===== src/rtl/pc_unit_if.sv =====
// -----------------------------------------------------------------------------
// pc_unit_if
// Request/response bundle between the control unit and the program-counter
// unit.
//   stall, redirect, call, ret : requests issued by the control unit
//   target                     : branch/jump/call destination
//   pc                         : current fetch address (registered)
//   ras_count                  : number of valid return-address stack entries
//   ret_err                    : one-cycle pulse, ret issued with an empty stack
//   align_err                  : one-cycle pulse, misaligned target rejected
// Modports: master = control-unit side, slave = pc_unit side.
// -----------------------------------------------------------------------------
interface pc_unit_if #(
   parameter int WIDTH     = 32,
   parameter int RAS_DEPTH = 4
);
   localparam int CNT_W = $clog2(RAS_DEPTH + 1);

   logic             stall;
   logic             redirect;
   logic             call;
   logic             ret;
   logic [WIDTH-1:0] target;
   logic [WIDTH-1:0] pc;
   logic [CNT_W-1:0] ras_count;
   logic             ret_err;
   logic             align_err;

   modport master (
      output stall, redirect, call, ret, target,
      input  pc, ras_count, ret_err, align_err
   );

   modport slave (
      input  stall, redirect, call, ret, target,
      output pc, ras_count, ret_err, align_err
   );
endinterface


===== src/rtl/pc_unit.sv =====
// -----------------------------------------------------------------------------
// pc_unit
// Program-counter unit. Holds the fetch address, advances it by STEP or
// redirects it to a target, and keeps a circular return-address stack so
// call/return pairs redirect without a register-file read.
// Ports:
//   clk   : clock, all state updates on the rising edge
//   reset : synchronous, active-high
//   bus   : pc_unit_if.slave (requests in, pc/ras_count/error pulses out)
// Action priority per edge: reset > stall > ret > call > redirect > increment.
// Optional feature: define PC_ALIGN_CHECK_EN to reject redirect/call targets
// whose low log2(STEP) bits are non-zero (pc increments, align_err pulses).
// -----------------------------------------------------------------------------
module pc_unit #(
   parameter int               WIDTH     = 32,
   parameter int               STEP      = 4,
   parameter logic [WIDTH-1:0] RESET_VEC = '0,
   parameter int               RAS_DEPTH = 4
) (
   input  logic        clk,
   input  logic        reset,
   pc_unit_if.slave    bus
);
   localparam int CNT_W = $clog2(RAS_DEPTH + 1);
   localparam int PTR_W = (RAS_DEPTH > 1) ? $clog2(RAS_DEPTH) : 1;

   logic [WIDTH-1:0] pc_q, pc_d;
   logic [CNT_W-1:0] cnt_q, cnt_d;
   logic [PTR_W-1:0] top_q, top_d;          // next free slot (oldest slot when full)
   logic             ret_err_q, ret_err_d;
   logic             align_err_q, align_err_d;
   logic [WIDTH-1:0] ras_q [RAS_DEPTH];

   logic [WIDTH-1:0] pc_inc;
   logic [PTR_W-1:0] top_inc, top_dec;
   logic             misaligned;
   logic             push;

   assign pc_inc  = pc_q + WIDTH'(STEP);
   assign top_inc = (top_q == PTR_W'(RAS_DEPTH - 1)) ? '0 : top_q + PTR_W'(1);
   assign top_dec = (top_q == '0) ? PTR_W'(RAS_DEPTH - 1) : top_q - PTR_W'(1);

`ifdef PC_ALIGN_CHECK_EN
   // STEP is a power of two, so STEP-1 masks exactly the low log2(STEP) bits;
   // with STEP=1 the mask is zero and nothing is ever misaligned.
   assign misaligned = (bus.target & WIDTH'(STEP - 1)) != '0;
`else
   assign misaligned = 1'b0;
`endif

   // NOTE: every signal written here gets a default first so no path leaves
   // it unassigned, which would otherwise infer a latch.
   always_comb begin
      pc_d        = pc_q;
      cnt_d       = cnt_q;
      top_d       = top_q;
      ret_err_d   = 1'b0;
      align_err_d = 1'b0;
      push        = 1'b0;
      if (!bus.stall) begin
         if (bus.ret) begin
            if (cnt_q != '0) begin
               pc_d  = ras_q[top_dec];
               cnt_d = cnt_q - CNT_W'(1);
               top_d = top_dec;
            end else begin
               // Empty stack: behave as increment; call/redirect are dropped.
               pc_d      = pc_inc;
               ret_err_d = 1'b1;
            end
         end else if (bus.call || bus.redirect) begin
            if (misaligned) begin
               pc_d        = pc_inc;
               align_err_d = 1'b1;
            end else begin
               pc_d = bus.target;
               if (bus.call) begin
                  // When full, the write at top_q overwrites the oldest entry.
                  push  = 1'b1;
                  top_d = top_inc;
                  if (cnt_q != CNT_W'(RAS_DEPTH)) cnt_d = cnt_q + CNT_W'(1);
               end
            end
         end else begin
            pc_d = pc_inc;
         end
      end
   end

   // NOTE: sequential state uses non-blocking assignments so every register
   // samples the pre-edge values regardless of statement order.
   always_ff @(posedge clk) begin
      if (reset) begin
         pc_q        <= RESET_VEC;
         cnt_q       <= '0;
         top_q       <= '0;
         ret_err_q   <= 1'b0;
         align_err_q <= 1'b0;
      end else begin
         pc_q        <= pc_d;
         cnt_q       <= cnt_d;
         top_q       <= top_d;
         ret_err_q   <= ret_err_d;
         align_err_q <= align_err_d;
      end
   end

   // NOTE: stack storage has no reset; the count and pointer alone define
   // which entries are valid, so clearing the array would only cost logic.
   always_ff @(posedge clk) begin
      if (!reset && push) ras_q[top_q] <= pc_inc;
   end

   assign bus.pc        = pc_q;
   assign bus.ras_count = cnt_q;
   assign bus.ret_err   = ret_err_q;
   assign bus.align_err = align_err_q;
endmodule

===== src/flat_wrapper.sv =====
// flat-port wrapper written by rule: the top's interface ports become plain ports
module pc_unit_flat 
#(
   parameter int               WIDTH     = 32,
   parameter int               STEP      = 4,
   parameter logic [WIDTH-1:0] RESET_VEC = '0,
   parameter int               RAS_DEPTH = 4
)
  (clk, reset, bus_stall, bus_redirect, bus_call, bus_ret, bus_target, bus_pc, bus_ras_count, bus_ret_err, bus_align_err);
  pc_unit_if #(.WIDTH(WIDTH), .RAS_DEPTH(RAS_DEPTH)) bus_i ();
  input  logic clk;
  input  logic reset;
  input wire logic [$bits(bus_i.stall)-1:0] bus_stall;
  input wire logic [$bits(bus_i.redirect)-1:0] bus_redirect;
  input wire logic [$bits(bus_i.call)-1:0] bus_call;
  input wire logic [$bits(bus_i.ret)-1:0] bus_ret;
  input wire logic [$bits(bus_i.target)-1:0] bus_target;
  output wire logic [$bits(bus_i.pc)-1:0] bus_pc;
  output wire logic [$bits(bus_i.ras_count)-1:0] bus_ras_count;
  output wire logic [$bits(bus_i.ret_err)-1:0] bus_ret_err;
  output wire logic [$bits(bus_i.align_err)-1:0] bus_align_err;
  assign bus_i.stall = bus_stall;
  assign bus_i.redirect = bus_redirect;
  assign bus_i.call = bus_call;
  assign bus_i.ret = bus_ret;
  assign bus_i.target = bus_target;
  assign bus_pc = bus_i.pc;
  assign bus_ras_count = bus_i.ras_count;
  assign bus_ret_err = bus_i.ret_err;
  assign bus_align_err = bus_i.align_err;
  pc_unit #(.WIDTH(WIDTH), .STEP(STEP), .RESET_VEC(RESET_VEC), .RAS_DEPTH(RAS_DEPTH)) u_core (.clk(clk), .reset(reset), .bus(bus_i));
endmodule

===== config.mk =====
export PLATFORM = sky130hd
export DESIGN_NAME = pc_unit_flat
export DESIGN_NICKNAME = d
export VERILOG_FILES = /design/src/rtl/pc_unit_if.sv /design/src/rtl/pc_unit.sv /design/src/flat_wrapper.sv
export SDC_FILE = /design/constraint.sdc
export NUM_CORES = 1
export LEC_CHECK = 0
export CAP_MARGIN = 10
export CORE_UTILIZATION = 61
export DETAILED_ROUTE_END_ITERATION = 8
export PLACE_DENSITY = 0.84
export SYNTH_ARGS = -nofsm -noshare
export SYNTH_HDL_FRONTEND = slang
export SYNTH_SLANG_ARGS = --single-unit

===== constraint.sdc =====
create_clock -name clk -period 5.66 [get_ports clk]
set_clock_uncertainty 0.2 [all_clocks]
set_input_delay 0.849 -clock clk [delete_from_list [all_inputs] [get_ports clk]]
set_output_delay 0.849 -clock clk [all_outputs]
set_load 0.01 [all_outputs]

==> results of run 1 <==
==> worst max-delay path: stages (launching register included) <==
cell     delay, ns
dfxtp_1       0.41
inv_1         0.11
ha_1          0.26
nor2b_4       0.80
buf_4         0.42
mux4_2        0.53
a22oi_1       0.19
o31ai_1       0.12
a32o_1        0.21
==> power groups by stage <==
stage          sequential, W  combinational, W  clock (W)
6_report             0.00143          0.000452    0.00113
5_1_grt              0.00144          0.000481    0.00118
4_1_cts              0.00143          0.000448    0.00114
3_5_place_dp         0.00145          0.000444          0
3_3_place_gp         0.00145          0.000430          0
2_1_floorplan        0.00144          0.000276          0
==> logic make-up after synthesis <==
kind of cell               Yosys count
xor gates and xnor gates            30
buffers and inverters               58
adders and majority gates            6
muxes                               33
DFF                                166
AOI/OAI and AO/OA                  103
and+or+nand+nor                    129
other                                1
==> final cells by class <==
class / instances / area [sq um]
Clock buffer: 19 / 433
Clock inverter: 13 / 138
Fill cell: 748 / 3080
Inverter: 24 / 90.1
Multi-Input combinational cell: 302 / 2680
Sequential cell: 166 / 4600
Tap cell: 147 / 184
Timing Repair Buffer: 84 / 808
==> state kept, by name (all words and copies together) (netlist names) <==
name,cells
u_core.ras_q,128
u_core.bus.ret_err,1
u_core.top_q,2
u_core.bus.ras_count,3
u_core.bus.pc,32
==> layout by cell type, fill, tap and decap left out, types with 4 or more instances in the layout <==
| cell | count |
|---|---|
| a22oi_1 | 7 |
| and2_1 | 5 |
| edfxtp_1 | 128 |
| xor2_1 | 7 |
| and3_1 | 5 |
| and4_1 | 5 |
| mux4_2 | 32 |
| clkbuf_16 | 17 |
| a211oi_1 | 5 |
| clkinv_1 | 6 |
| nand2_1 | 29 |
| nor2b_1 | 4 |
| nand4_1 | 13 |
| inv_1 | 23 |
| o21ai_0 | 8 |
| nor4_1 | 4 |
| dfxtp_1 | 38 |
| a221o_1 | 4 |
| nand3_1 | 11 |
| nor2_1 | 27 |
| nor3_1 | 6 |
| buf_4 | 11 |
| a21o_1 | 7 |
| xnor2_1 | 23 |
| clkdlybuf4s50_1 | 72 |
| a21oi_1 | 9 |
| a221oi_1 | 24 |
| clkinv_2 | 4 |
| ha_1 | 5 |
==> metrics by stage <==
stage          util, %  power (W)
2_1_floorplan        -    0.00172
3_3_place_gp      69.6    0.00188
3_5_place_dp      69.6    0.00190
4_1_cts           74.4    0.00301
5_1_grt           74.4    0.00310
6_report          74.4    0.00301
==> worst max-delay path by stage <==
stage / from / to / slack (ns) / depth (start not counted)
4_1_cts: u_core.top_q[0] / u_core.bus.pc[19] / 2.28 / 8
3_3_place_gp: reset / u_core.ras_q[0][30] / 2.18 / 6
2_1_floorplan: bus_stall / u_core.ras_q[0][0] / 2.71 / 4
6_report: u_core.top_q[0] / u_core.bus.pc[19] / 2.30 / 8
5_1_grt: u_core.top_q[0] / u_core.bus.pc[19] / 2.06 / 8
3_5_place_dp: reset / u_core.ras_q[2][29] / 2.07 / 6
==> layer usage <==
layer,GRT usage (%),wire (microns)
met5,0,0
met4,13.2,346
met3,7.66,1570
met2,50.6,9420
met1,39.9,7200
==> impl_metrics.ini, run 1 <==
[outcome]
outcome = complete, no violations

[final_layout]
design_area_sq_mm = 0.00894
final_cells = 755
layout-drive-gt1-share_pct = 15.1
diodes = 0
syn_to_final_growth_pct = 18.6
num-nets-final = 639

[placed_design]
io_buffers = 73
dp_hpwl_microns = 11500
dp.cells = 723
pre_cts_slack_ns = 2.07
place_area_sq_mm = 0.00837
place.gp.congestion = 0.865

[yosys]
syn_area_sq_mm = 0.00754
syn-instance-count = 526
synthAdderAreaFrac_pct = 1.10
synth.mux.area_fraction_pct = 9.69
ys_seq_area_share_pct = 61.1
synth_edf_count = 128
synth.lib_cells_used.distinct = 70
synth_area_leaders = edfxtp_1 51%, dfxtp_1 10%, mux4_2 9.6%
synth-seq-cells = 166
syn_avg_cell_area_sq_um = 14.3
synthArstFlopShare_pct = 0
ys.flop_type = edfxtp_1
synth_top_cell_by_area = edfxtp_1
synth_top_area_share_pct = 51.0
synth_compound_area_share_pct = 11.1
synth_top_family_by_area = compound AO/OA/AOI/OAI gates
synth-simple-area-share_pct = 9.81
synthTopCellsByCount = 128 x edfxtp_1, 38 x dfxtp_1, 32 x mux4_2, 29 x nand2_1, 29 x nor2_1
yosysWarnings = 0
synth.net_count = 570
yosys.area_share.xor_xnor_pct = 3.49
yosysMostFrequentCell = edfxtp_1

[clock_network]
cts_tree = built
h-tree-depth = 4
cts.repair.resized = 0
root_buffer = clkbuf_16
clk_pin_slew_worst_paths_ns = 0.06
clockBufferDepth = 2
cts.sinks = 166
numCtsBuffers = 17
cts_setup_buffers = 0
insertion_delay_ns = 0.43
cts_hold_buf = 0

[floorplanning]
initial_core_util_pct = 62.8
core_area_sq_mm = 0.0120
ios = 75
die_h_microns = 113
die_x_microns = 113
die_area_sq_mm = 0.0128
row_count = 40

[sta]
tns_ns = 0
tightest_slew_ns = 1.14
period_minus_slack_ns = 3.36
hold_viol_final = 0
layout_setup_ws_ns = 2.30
maxSlewViolCount = 0
slew_headroom_pct = 23.9
post-route-period-util_pct = 59.3
finalSetupViolCount = 0
rsz0062_at_grt = no
fmax_mhz = 298
whs_ns = 0.342

[power]
p_leak_nw = 2.92
comb_power_share_pct = 15.0
p_sw_w = 0.000751
switching_share_pct = 24.9
power_frac_clock_pct = 37.5
power_frac_seq_pct = 47.5
p_int_w = 0.00226
ir_drop_uv = 238
p_per_area_mw_per_mm2 = 337

[critical_path]
path_class = flop to flop
critical_path_required_ns = 5.78
critPathArrivalTime_ns = 3.48
worstPathMaxFanout = 22
end_kind = flop
cp-start-kind = flop
worstReg2RegStart = u_core.top_q[0]
r2r_end = u_core.bus.pc[19]
rrSetupSlack_ns = 2.30
worstRegToRegCells = 8

[routing]
dr.pass1.iters = 5
viasPerCell = 6.79
wl_microns = 18500
wl_per_cell_microns = 24.5
drt_iter0_markers = 517
num_vias = 5130
route.detailed.drc = 0
ant_nets = 0

[run]
cap_violations = 0

[global_route]
first_global_vias = 5211
grt-ovfl-total = 0
grt_use_total_pct = 31.0
antenna_found_initial = 0
grt_max_degree = 55
grt_pass1_wl_microns = 28900

[worst_hold_path]
hp-class = flop to flop
hp-start = u_core.bus.pc[0]
worstHoldPathCells = 0
hold_end = u_core.ras_q[3][0]
No activity file was read; power rests on OpenSTA's default activity.
==> inputs of run 2 (changes only) <==
--- a/config.mk
+++ b/config.mk
@@ -6,9 +6,9 @@
 export NUM_CORES = 1
 export LEC_CHECK = 0
 export CAP_MARGIN = 10
-export CORE_UTILIZATION = 61
+export CORE_UTILIZATION = 52
 export DETAILED_ROUTE_END_ITERATION = 8
-export PLACE_DENSITY = 0.84
+export PLACE_DENSITY = 0.76
 export SYNTH_ARGS = -nofsm -noshare
 export SYNTH_HDL_FRONTEND = slang
 export SYNTH_SLANG_ARGS = --single-unit
==> constraint.sdc (replaced) <==
create_clock -name clk -period 2.7 [get_ports clk]
set_clock_uncertainty 0.2 [all_clocks]
set_input_delay 0.405 -clock clk [delete_from_list [all_inputs] [get_ports clk]]
set_output_delay 0.405 -clock clk [all_outputs]
set_load 0.01 [all_outputs]
==> impl_metrics.ini, run 2 (same netlist as run 1, synthesis figures left out) <==
[clock_network]
cts_tree = built
root_buffer = clkbuf_16
insertion_delay_ns = 0.43
clockBufferDepth = 2
clk_pin_slew_worst_paths_ns = 0.06
cts.sinks = 166
h-tree-depth = 4
numCtsBuffers = 17

[power]
power_frac_seq_pct = 46.1
comb_power_share_pct = 16.5
p_int_w = 0.00485
total_power_w = 0.00643
ir_drop_uv = 433
power_frac_clock_pct = 37.4
switching_share_pct = 24.5
p_per_area_mw_per_mm2 = 686
p_sw_w = 0.00158
p_leak_nw = 3.13

[sta]
fmax_mhz = 389
finalSetupViolCount = 0
slew_headroom_pct = 21.9
period_minus_slack_ns = 2.57
tns_ns = 0
maxSlewViolCount = 0
rsz0062_at_grt = yes
tightest_slew_ns = 1.17
hold_viol_final = 0
whs_ns = 0.348
post-route-period-util_pct = 95.2

[global_route]
antenna_found_initial = 0
grt_use_total_pct = 26.5
grt_max_degree = 34
first_global_vias = 5325
grt_pass1_wl_microns = 28600
grt-ovfl-total = 0

[final_layout]
layout-drive-gt1-share_pct = 20.4
num-nets-final = 669
final_common_cell = edfxtp_1
regArea_sq_mm = 0.00460
multi_input_area_sq_mm = 0.00271
final_cells = 817
layout_common_cells = 128 x edfxtp_1, 72 x clkdlybuf4s50_1, 38 x dfxtp_1, 32 x mux4_2, 30 x buf_4
diodes = 0
syn_to_final_growth_pct = 24.5
design_area_sq_mm = 0.00938
n_fill_cell = 1038
top_register = u_core.ras_q
largest_reg_flops = 128

[outcome]
outcome = complete, no violations

[routing]
drt_iter0_markers = 516
wl_microns = 18400
route.detailed.drc = 0
ant_nets = 0
num_vias = 5169
dr.pass1.iters = 5
viasPerCell = 6.33
wl_per_cell_microns = 22.5

[placed_design]
io_buffers = 73
place.gp.congestion = 0.908
place_area_sq_mm = 0.00876
dp_hpwl_microns = 12100
dp.cells = 786

[floorplanning]
die_area_sq_mm = 0.0150
die_x_microns = 122
core_area_sq_mm = 0.0140
initial_core_util_pct = 53.9
die_h_microns = 122
ios = 75
row_count = 43

[worst_hold_path]
hp-class = flop to flop

[critical_path]
critical_path_required_ns = 2.79
cpMaxStageDelayCell = mux4_2
cp-start-kind = flop
crit_family = multiplexers
worstPathCellList = inv_1 > ha_1 > nor2b_4 > buf_12 > buf_12 > mux4_2 > a221oi_1 > a221oi_1
path_class = flop to flop
worstPathMaxFanout = 10
end_kind = flop
crit_path_max_incr_delay_ns = 0.51
critPathArrivalTime_ns = 2.66
crit_buf_inv = 3

[run]
cap_violations = 0
[run 2: cell count changes in the layout (fill, tap and decap cells not counted), moves of 2 or more]
cell	change
a221oi_1	-5
a221oi_2	+5
buf_12	+10
buf_4	+19
clkbuf_1	-2
clkbuf_8	+2
clkinv_1	-2
[run 2: worst paths after layout]
path | slack, ns | from | cells after the start | end
max reg2reg | 0.13 | u_core.top_q[0] | 8 | u_core.bus.pc[31]
max | 0.13 | u_core.top_q[0] | 8 | u_core.bus.pc[31]
min reg2reg | 0.35 | u_core.bus.pc[0] | 0 | u_core.ras_q[2][0]
min | 0.35 | u_core.bus.pc[0] | 0 | u_core.ras_q[2][0]
[run 2: repair_timing]
item / in CTS / in global routing
endpoints found under the hold margin: 0 / 0
hold buffers: 0 / 0
endpoints found under the setup margin: 0 / 10
buffers inserted: 0 / 0
gates resized for setup: 0 / 7
[run 2: power by group through the flow]
| stage | logic, W | clock network (W) | registers [W] |
|---|---|---|---|
| finish | 0.00106 | 0.00241 | 0.00297 |
| global route | 0.00113 | 0.00253 | 0.00297 |
| CTS | 0.00105 | 0.00243 | 0.00296 |
| detailed placement | 0.00104 | 0 | 0.00302 |
| global placement | 0.00101 | 0 | 0.00301 |
| floorplan | 0.000579 | 0 | 0.00302 |
[run 2: per-layer routing]
layer	wire length, microns	vias to the layer above	global-route usage [%]
met3	1420	36	4.88
li1	-	2296	-
met4	437	0	11.3
met2	9050	235	42.4
met1	7510	2602	35.7
met5	0	-	0
[run 2: per-stage QoR]
| step | setup WS, ns | util (%) |
|---|---|---|
| 2_1_floorplan | 0.191 | - |
| 3_3_place_gp | -0.00911 | 62.6 |
| 3_5_place_dp | -0.0766 | 62.6 |
| 4_1_cts | 0.0517 | 66.8 |
| 5_1_grt | 0.00922 | 67.1 |
| 6_report | 0.128 | 67.1 |
[run 2: layout make-up]
type	instances	share of cell area, %
Sequential cell	166	49.1
Multi-Input combinational cell	302	28.9
Timing Repair Buffer	114	12.4
Clock buffer	19	4.83
Tap cell	180	2.40
Clock inverter	12	1.43
Inverter	24	0.960
